[config.mk]
export PLATFORM = sky130hd
export DESIGN_NAME = fwd_scoreboard
export DESIGN_NICKNAME = d
export VERILOG_FILES = /design/src/rtl/fwd_scoreboard.sv
export SDC_FILE = /design/constraint.sdc
export NUM_CORES = 1
export LEC_CHECK = 0
export CORE_MARGIN = 5
export CORE_UTILIZATION = 40
export CTS_CLUSTER_SIZE = 12
export DETAILED_ROUTE_END_ITERATION = 10
export GPL_ROUTABILITY_DRIVEN = 0
export PLACE_DENSITY = 0.91
export SLEW_MARGIN = 0
export SYNTH_ARGS = -nofsm -noshare
export SYNTH_HDL_FRONTEND = slang
export SYNTH_SLANG_ARGS = --single-unit
[constraint.sdc]
create_clock -name CLK -period 6.6 [get_ports CLK]
set_input_delay 0.99 -clock CLK [delete_from_list [all_inputs] [get_ports CLK]]
set_output_delay 0.99 -clock CLK [all_outputs]
set_load 0.01 [all_outputs]
[src/rtl/fwd_scoreboard.sv]
// In-flight destination tracker: shifts one write tag per issued instruction through
// NSTAGE post-issue slots and resolves decode operands to forward data or a stall.
module fwd_scoreboard #(
    parameter int NSTAGE     = 3,
    parameter int WORD_W     = 32,
    parameter int RSEL_W     = 5,
    parameter int ALU_READY  = 0,
    parameter int LOAD_READY = 2
) (
    input  logic                     CLK,
    input  logic                     RST,
    input  logic                     advance,
    input  logic [NSTAGE-1:0]        flush,
    input  logic                     issue_valid,
    input  logic                     issue_regwr,
    input  logic                     issue_load,
    input  logic [RSEL_W-1:0]        issue_wsel,
    input  logic [RSEL_W-1:0]        rs,
    input  logic [RSEL_W-1:0]        rt,
    input  logic [NSTAGE*WORD_W-1:0] stage_wdat,
    output logic                     fwd_a_hit,
    output logic [WORD_W-1:0]        fwd_a_data,
    output logic                     fwd_b_hit,
    output logic [WORD_W-1:0]        fwd_b_data,
    output logic                     stall_req,
    output logic                     busy
);

    logic [NSTAGE-1:0] vld_p;
    logic [NSTAGE-1:0] load_p;
    logic [RSEL_W-1:0] wsel_p [NSTAGE];
    logic [NSTAGE-1:0] vld_shift;
    logic [NSTAGE-1:0] vld_next;
    logic              pend_a;
    logic              pend_b;

    function automatic logic slot_ready(input int k, input logic ld);
        return ld ? (k >= LOAD_READY) : (k >= ALU_READY);
    endfunction

    // Scan oldest to youngest so the youngest matching producer overrides the rest.
    function automatic logic [WORD_W+1:0] resolve(input logic [RSEL_W-1:0] src);
        logic              hit;
        logic              pend;
        logic [WORD_W-1:0] data;
        hit  = 1'b0;
        pend = 1'b0;
        data = '0;
        for (int k = NSTAGE-1; k >= 0; k--) begin
            if (vld_p[k] && (wsel_p[k] == src) && (src != '0)) begin
                if (slot_ready(k, load_p[k])) begin
                    hit  = 1'b1;
                    pend = 1'b0;
                    data = stage_wdat[k*WORD_W +: WORD_W];
                end else begin
                    hit  = 1'b0;
                    pend = 1'b1;
                    data = '0;
                end
            end
        end
        return {pend, hit, data};
    endfunction

    always_comb begin
        {pend_a, fwd_a_hit, fwd_a_data} = resolve(rs);
        {pend_b, fwd_b_hit, fwd_b_data} = resolve(rt);
        stall_req = pend_a | pend_b;
        busy      = |vld_p;
    end

    // Stalled issues enter slot 0 as bubbles; flush is applied to final slot positions.
    always_comb begin
        vld_shift = vld_p;
        if (advance) begin
            vld_shift = {vld_p[NSTAGE-2:0], issue_valid & issue_regwr & ~stall_req};
        end
        vld_next = vld_shift & ~flush;
    end

    // Slot shift boundary: control
    always_ff @(posedge CLK or posedge RST) begin
        if (RST) begin
            vld_p <= '0;
        end else begin
            vld_p <= vld_next;
        end
    end

    // Slot shift boundary: tag payload
    always_ff @(posedge CLK) begin
        if (advance) begin
            load_p[0] <= issue_load;
            wsel_p[0] <= issue_wsel;
            for (int k = 1; k < NSTAGE; k++) begin
                load_p[k] <= load_p[k-1];
                wsel_p[k] <= wsel_p[k-1];
            end
        end
    end

endmodule

After elaboration in Yosys (flattened, before gate mapping) --
Memory sizes are Yosys's and may differ from the RTL's. Cells that the tools add are included. W data, S select, Z words.
Word-level totals: bits in registers 5, bits in writable memories 15, input bits 120, output and inout bits 68, word-level logic and storage cells 55, memories 1
Memories:
- wsel_p | words 3, width 5, rd ports 3, clocked after memory_dff 0, write ports 3, RTL line 31 | logic [RSEL_W-1:0] wsel_p [NSTAGE];
Cells by class: eq/ne operators 6, mux-type cells 25, bitwise gates (word level) 6, reduce and logical (&&, ||, !) cells 15
Operators with widths (number):
- $mux W32 | 8
- $eq A5 B5 Y1 | 6
- $mux W1 | 16
- $logic_and A1 B1 Y1 | 12
- $reduce_bool A5 Y1 | 2
- $and A3 B3 Y3 | 1
- $mux W3 | 1
- $not A3 Y3 | 1
- $reduce_or A3 Y1 | 1
- $and A1 B1 Y1 | 2
- $not A1 Y1 | 1
- $or A1 B1 Y1 | 1

Longest topological paths before layout --
Gate-level depths: netlist (run 1).
word-level depth 10, gate-level depth with buffers 7, depth with buffers taken out 6

Worst setup path after synthesis (run 1) --
Ideal clock, no wire load.
path type input -> output, from in rs[3], to out fwd_a_data[2], arrival 2.640 ns, path slack 2.970 ns, cell stages on the path 7, cells stage by stage or4_4 -> nor2_8 -> nor3_4 -> nor4_4 -> buf_6 -> a22oi_1 -> o21ai_1
Between the ends: longest elaborated chain between the ends 6
RTL lines:
- from (decl) | RTL line 18 | input logic [RSEL_W-1:0] rs,
- $eq A5 B5 Y1 | RTL line 50 | if (vld_p[k] && (wsel_p[k] == src) && (src != '0)) begin
- $logic_and A1 B1 Y1 (2 in series) | RTL line 50
- $mux W32 (2 in series) | RTL line 50
- $mux W32 * | RTL line 50
- to (decl) | RTL line 22 | output logic [WORD_W-1:0] fwd_a_data,
Every way passes the cells marked *; elsewhere a longest branch is shown, timed or not.

Worst setup path after layout (run 1) --
from in rt[1], to out fwd_b_data[31]
Between the ends: longest elaborated chain between the ends 6
RTL lines:
- from (decl) | RTL line 19 | input logic [RSEL_W-1:0] rt,
- $eq A5 B5 Y1 | RTL line 50
- $logic_and A1 B1 Y1 (2 in series) | RTL line 50
- $mux W32 (2 in series) | RTL line 50
- $mux W32 * | RTL line 50
- to (decl) | RTL line 24 | output logic [WORD_W-1:0] fwd_b_data,
Marks and branches as above.

==> summary.md, run 1 <==
| Metric | Value |
|---|---|
| Worst Hold Class | reg -> reg |
| Slowest cell on crit path | or4_4 |
| Starting Density | 41.12% |
| Synthesized netlist cell count | 378 |
| Routed WL | 11.09 mm |
| Kind of end point of the critical path | output pin |
| Total congestion overflow | 0 |
| Fin area | 0.004750 mm2 |
| Commonest cells in the netlist | nand2_1, nor2b_1, a22oi_1, o21ai_1, xnor2_1 |
| Vias in the first global route | 3555 |
| Top-area cell type share of the netlist area | 18.27% |
| Clk root buf | clkbuf_8 |
| Routed len/inst | 17.25 um |
| Layout cell share with drive strength beyond 1 | 5.302% |
| Max-slew violation count | 0 |
| Mapped Nets | 498 |
| Placed instance area | 0.004705 mm2 |
| Top-count cell post-synth | nand2_1 |
| Gr usage total | 23.93% |
| Synth warn | 0 |
| DP Wirelength | 8.480 mm |
| Die ar. | 0.008756 mm2 |
| Hold Vio Cnt, Final | 0 |
| Fraction of registers with async set/reset | 15.00% |
| Syn Std Cell Area | 0.002794 mm2 |
| Least-Margin Pin Slew | 0.9422 ns |
| Post-CTS Setup Repair Bufs | 0 |
| Clock Latency Late Sink | 0.26 ns |
| Vias per inst | 5.540 |
| Largest net degree at the start of global routing | 69 |
| RSZ-0062 raised after global routing | false |
| DIE WIDTH | 93.58 um |
| Ant diodes | 0 |
| CTS Buf Count | 3 |
| Ranking of synthesized cells by area | edfxtp_1, a22oi_1, nor2b_1, o21ai_1, nand2_1 |
| Total negative slack | 0 ns |
| Netlist cell types | 31 |
| CTS tree | done |
| Max incr delay on CP | 0.59 ns |
| Req. time, crit path | 5.61 ns |
| Seq/Total Area, Yosys | 20.96% |
| Fin nets | 668 |
| Die height | 93.58 um |
| Fmax | 191.7 MHz |
| Power Dens Cells | 80.39 mW/mm2 |
| IO Pins | 188 |
| Register clock-pin slew on the reported worst setup and hold paths | 0.07 ns |
| H-tree Lvls | 1 |
| Vias | 3562 |
| Cts hold-fix bufs | 0 |
| Initial DRC Count | 189 |
| Worst setup SP type | input pin |
| Cell leakage power | 0.001491 uW |
| Max FO, Critical Path | 24 |
| Main flop type after synthesis | edfxtp_1 |
| Num Clock Sinks | 20 |
| Final setup vio count | 0 |
| Fin crit share | 79.05% |
| Mapped Avg Cell Area | 7.391 um2 |
| Max_slew headroom | 36.99% |
| IO Port Bufs | 187 |
| Drt pass-1 iters | 5 |
| Leading area contributor after synthesis | edfxtp_1 |
| Core area | 0.006794 mm2 |
| Yosys reg bits | 20 |
| Worst-path cell chain | clkdlybuf4s50_1, or4_4, nor2_4, nor3_4, nor4_4, buf_4, a22oi_1, o21ai_0, clkdlybuf4s50_1 |
| Buffers from clock root to sink, at most | 2 |
| EDFF count, synth | 17 |
| Critical path's most frequent cell | clkdlybuf4s50_1 |
| Status | complete, no violations |
| First-pass GRT wire length | 17.15 mm |
| Critical path type | in -> out |
| # resized after CTS | 0 |
| # rows | 30 |
| Tmin final | 5.217 ns |
| DRC viols | 0 |
| Synthesis-to-layout area growth | 70.00% |
| Max-capacitance violation count | 0 |
| Data arrival, critical path | 4.23 ns |
| Clk_skew | 0.003310 ns |
| Antenna violations before repair | 0 |
| VDD IR max | 0.1413 mV |
| Antenna Nets Post-Route | 0 |
-- critical path: cells and delay by family --
| kind | cells | cell delay (ns) |
|---|---|---|
| buffers and inverters | 3 | 1.47 |
| AOI/OAI and AO/OA | 2 | 0.32 |
| and+or+nand+nor | 4 | 1.42 |
-- area by class of cell --
class	count	area [um2]
repair buffers	197	1947
flip-flops and latches	20	585.6
inverters	1	3.754
well taps	96	120.1
fillers	550	2044
clock buffers	3	41.29
clock inverters	1	3.754
multi-input cells	325	2048
-- state kept, by name, indices dropped and copies added, names as in the netlist --
name / flops
vld_p: 3
load_p: 2
wsel_p: 15
-- final timing paths --
kind                              start              to  slack, ns  depth (start not counted)
max in group asynchronous           RST        vld_p[0]       5.54                          2
max reg2reg                wsel_p[0][3]        vld_p[0]       4.40                          6
max                               rt[1]  fwd_b_data[31]       1.38                          9
min in group asynchronous           RST        vld_p[2]       0.92                          2
min reg2reg                wsel_p[0][2]    wsel_p[0][7]       0.53                          0
min                        wsel_p[0][2]    wsel_p[0][7]       0.53                          0
-- power breakdown --
group          internal [uW]  switching, uW
clock                   41.4           38.7
combinational           91.4           53.2
sequential               147           9.98
total                    280            102
-- per-layer routing --
metal	part of all wire [%]	routed length [um]	GRT usage [%]	vias to the layer above
li1	-	-	-	1705
met3	8.2	910	3.540	22
met5	0	0	0	-
met4	1.8	195	5.776	0
met2	51	5630	44.31	188
met1	39	4352	28.83	1647
-- kinds of logic after synthesis --
kind of cell	Yosys count	share of synthesized area, %
compound gates	133	30.36
xor+xnor	30	9.404
buf+inv	33	6.404
flops	20	20.96
mux	2	0.7166
simple gates	160	32.15
-- cells in the final DEF, fill, tap and decap left out, drive strengths merged, types with 6 or more instances in the layout --
| master | instances |
|---|---|
| nor2b | 66 |
| buf | 10 |
| clkdlybuf4s50 | 187 |
| a22oi | 64 |
| nand4 | 6 |
| nor4 | 6 |
| edfxtp | 17 |
| o21ai | 66 |
| nand2 | 69 |
| xnor2 | 26 |
-- stage by stage --
step | hold slack, ns | util, % | std cells | power [uW] | setup slack [ns]
final | 0.5293 | 69.91 | 643 | 381.8 | 1.383
after global routing | 0.5476 | 69.91 | 643 | 399.6 | 1.181
after CTS | 0.5302 | 69.91 | 643 | 382.5 | 1.382
after detailed placement | 0.5061 | 69.24 | 639 | 303.4 | 1.351
after global placement | 0.4985 | 69.24 | 639 | 297.9 | 1.439
after floorplan | 0.4905 | - | 378 | 208.2 | 2.970
(Power assumes the default switching activity.)
==> run 2, diff against run 1 <==
Settings changed: CORE_UTILIZATION 40 to 37, PLACE_DENSITY 0.91 to 0.85.
Clock period 6.6 ns to 5.3 ns, I/O delays scaled along.
==> summary.md, run 2 (synthesis gave the netlist of run 1 again) <==
| Metric | Value |
|---|---|
| Max_slew headroom | 35.58% (-1.4 points) |
| Max-capacitance violation count | 0 (unchanged) |
| Die ar. | 0.009389 mm2 (+7.2%) |
| Switching share of power | 24.70% (-2.0 points) |
| Ant diodes | 0 (unchanged) |
| R2R depth | 7 (+1) |
| Vias in the first global route | 3684 (+3.6%) |
| Die height | 96.90 um (+3.5%) |
| Fin nets | 670 (+0.30%) |
| Clk_skew | 0.005497 ns (+0.002187 ns) |
| Data arrival, critical path | 3.65 ns (-0.58 ns) |
| VDD IR max | 0.1762 mV (+25%) |
| Worst reg2reg setup slack | 3.17 ns (-1.23 ns) |
| Final setup vio count | 0 (unchanged) |
| Cts hold-fix bufs | 0 (unchanged) |
| GR peak layer | met2 |
| Hold Path Stages | 0 (unchanged) |
| Clk root buf | clkbuf_8 |
| Hold Vio Cnt, Final | 0 (unchanged) |
| Fillers | 603 (+9.6%) |
| Power Dens Cells | 110.2 mW/mm2 (+37%) |
| Total congestion overflow | 0 (unchanged) |
| Worst Hold Class | reg -> reg |
| Req. time, crit path | 4.51 ns (-1.10 ns) |
| RSZ-0062 raised after global routing | false |
| DIE WIDTH | 96.90 um (+3.5%) |
| Largest net degree at the start of global routing | 47 (-32%) |
| Antenna Nets Post-Route | 0 (unchanged) |
| Worst setup SP type | input pin |
| Fmax | 225.2 MHz |
| Fin util | 65.75% (-4.2 points) |
| Vias | 3543 (-0.53%) |
| Register with the most flip-flops | wsel_p |
| Flop pwr share | 37.1% (-4.0 points) |
| Drt pass-1 iters | 5 (unchanged) |
| Kind of end point of the critical path | output pin |
| Global routing usage on met2 | 44.37% (+0.062 points) |
| Reg2reg end | vld_p[0] |
| Hold path start | wsel_p[0][2] |
| # resized after CTS | 0 (unchanged) |
| Commonest non-fill, non-tap cell in the layout | clkdlybuf4s50_1 |
| Post-CTS Setup Repair Bufs | 0 (unchanged) |
| Worst reg2reg startpoint | wsel_p[0][1] |
| Status | complete, no violations |
| Routed WL | 11.54 mm (+4.1%) |
| Met3 global-route usage | 4.460% (+0.92 points) |
| IO Pins | 188 (unchanged) |
| Fin crit share | 83.78% |
| FF/Latch Area | 585.6 um2 (unchanged) |
| IO Port Bufs | 187 (unchanged) |
| CTS tree | done |
| Most frequent cells in the layout | clkdlybuf4s50_1, nand2_1, nor2b_1 |
| Max-slew violation count | 0 (unchanged) |
| Area of the multi-input gates | 0.002048 mm2 (unchanged) |
| Antenna violations before repair | 0 (unchanged) |
| Hold EP | wsel_p[0][7] |
| Synthesis-to-layout area growth | 71.61% |
| Internal power | 397.9 uW (+42%) |
| Num Clock Sinks | 20 (unchanged) |
| H-tree Lvls | 1 (unchanged) |
| Core area | 0.007292 mm2 (+7.3%) |
| Max reg flops | 15 (unchanged) |
| Met1 Track Usage GR | 26.66% (-2.2 points) |
| Regs by FF count | wsel_p (15), vld_p (3), load_p (2) |
| First-pass GRT wire length | 18.53 mm (+8.1%) |
| DRC viols | 0 (unchanged) |
| Hold WS | 0.5301 ns (+0.0008350 ns) |
| DP Wirelength | 8.883 mm (+4.7%) |
| Pwr Total | 528.5 uW (+38%) |
| Clk pwr share | 29.0% (+8.0 points) |
| Least-Margin Pin Slew | 0.9633 ns (+0.02105 ns) |
| Vias per inst | 5.468 (-1.3%) |
| Gr usage total | 23.42% (-0.51 points) |
| Max FO, Critical Path | 22 (-8.3%) |
| P_sw | 130.5 uW (+28%) |
| CTS Buf Count | 3 (unchanged) |
| Critical path type | in -> out |
| Tmin final | 4.441 ns |
| Comb power frac | 34.0% (-3.9 points) |
| Cell leakage power | 0.001515 uW (+1.6%) |
| Total negative slack | 0 ns (unchanged) |
| Clock Latency Late Sink | 0.26 ns (about the same) |
| Initial DRC Count | 178 (-5.8%) |
| # rows | 31 (+3.3%) |
| Register clock-pin slew on the reported worst setup and hold paths | 0.07 ns (about the same) |
| Layout cell share with drive strength beyond 1 | 5.829% (+0.53 points) |
| Starting Density | 38.32% (-2.8 points) |
| Routed len/inst | 17.81 um (+3.3%) |
| Buffers from clock root to sink, at most | 2 (unchanged) |
[run 2: worst max path at each step]
stage                     start              to  slack (ns)  cells past startpoint
after floorplan           rs[3]   fwd_a_data[2]        2.06                      7
after global placement    rt[1]  fwd_b_data[31]        0.90                      9
after detailed placement  rs[3]  fwd_a_data[17]        0.85                      9
after CTS                 rt[1]   fwd_b_data[0]        0.84                      9
after global routing      rt[2]  fwd_b_data[31]        0.67                      9
final                     rs[3]  fwd_a_data[17]        0.86                      9
[run 2: layout make-up]
| class | count | area share, % |
|---|---|---|
| clock buffer | 3 | 0.8612 |
| clock inverter | 1 | 0.6263 |
| inverter | 1 | 0.07829 |
| multi-input combinational | 325 | 42.72 |
| sequential | 20 | 12.21 |
| tap | 99 | 2.584 |
| timing repair buffer | 199 | 40.92 |
[run 2: layer usage]
metal	up-vias	wire [um]
met2	189	5908
met3	18	963
li1	1702	-
met4	0	173
met1	1634	4498
met5	-	0
[run 2: critical path, cell delays in order]
cell and delay (ns):
clkdlybuf4s50_1 0.50, or4_4 0.61, nor2_8 0.15, nor3_4 0.07, nor4_4 0.27, buf_4 0.32
a22oi_1 0.15, o21ai_1 0.18, clkdlybuf4s50_1 0.57
[run 2: metrics by stage]
stage          instance area (um2)  std cells  worst slack [ns]
4_1_cts                       4795        648            0.8393
6_report                      4795        648            0.8594
2_1_floorplan                 2794        378             2.060
3_3_place_gp                  4723        644            0.9038
3_5_place_dp                  4723        644            0.8525
5_1_grt                       4795        648            0.6707
[run 2: power by group through the flow]
| stage | Sequential [uW] | Clock (uW) | Combinational [uW] |
|---|---|---|---|
| after floorplan | 195 | 0 | 64.4 |
| after global placement | 199 | 0 | 174 |
| after detailed placement | 199 | 0 | 179 |
| after CTS | 196 | 155 | 180 |
| after global routing | 197 | 164 | 192 |
| final | 196 | 153 | 180 |
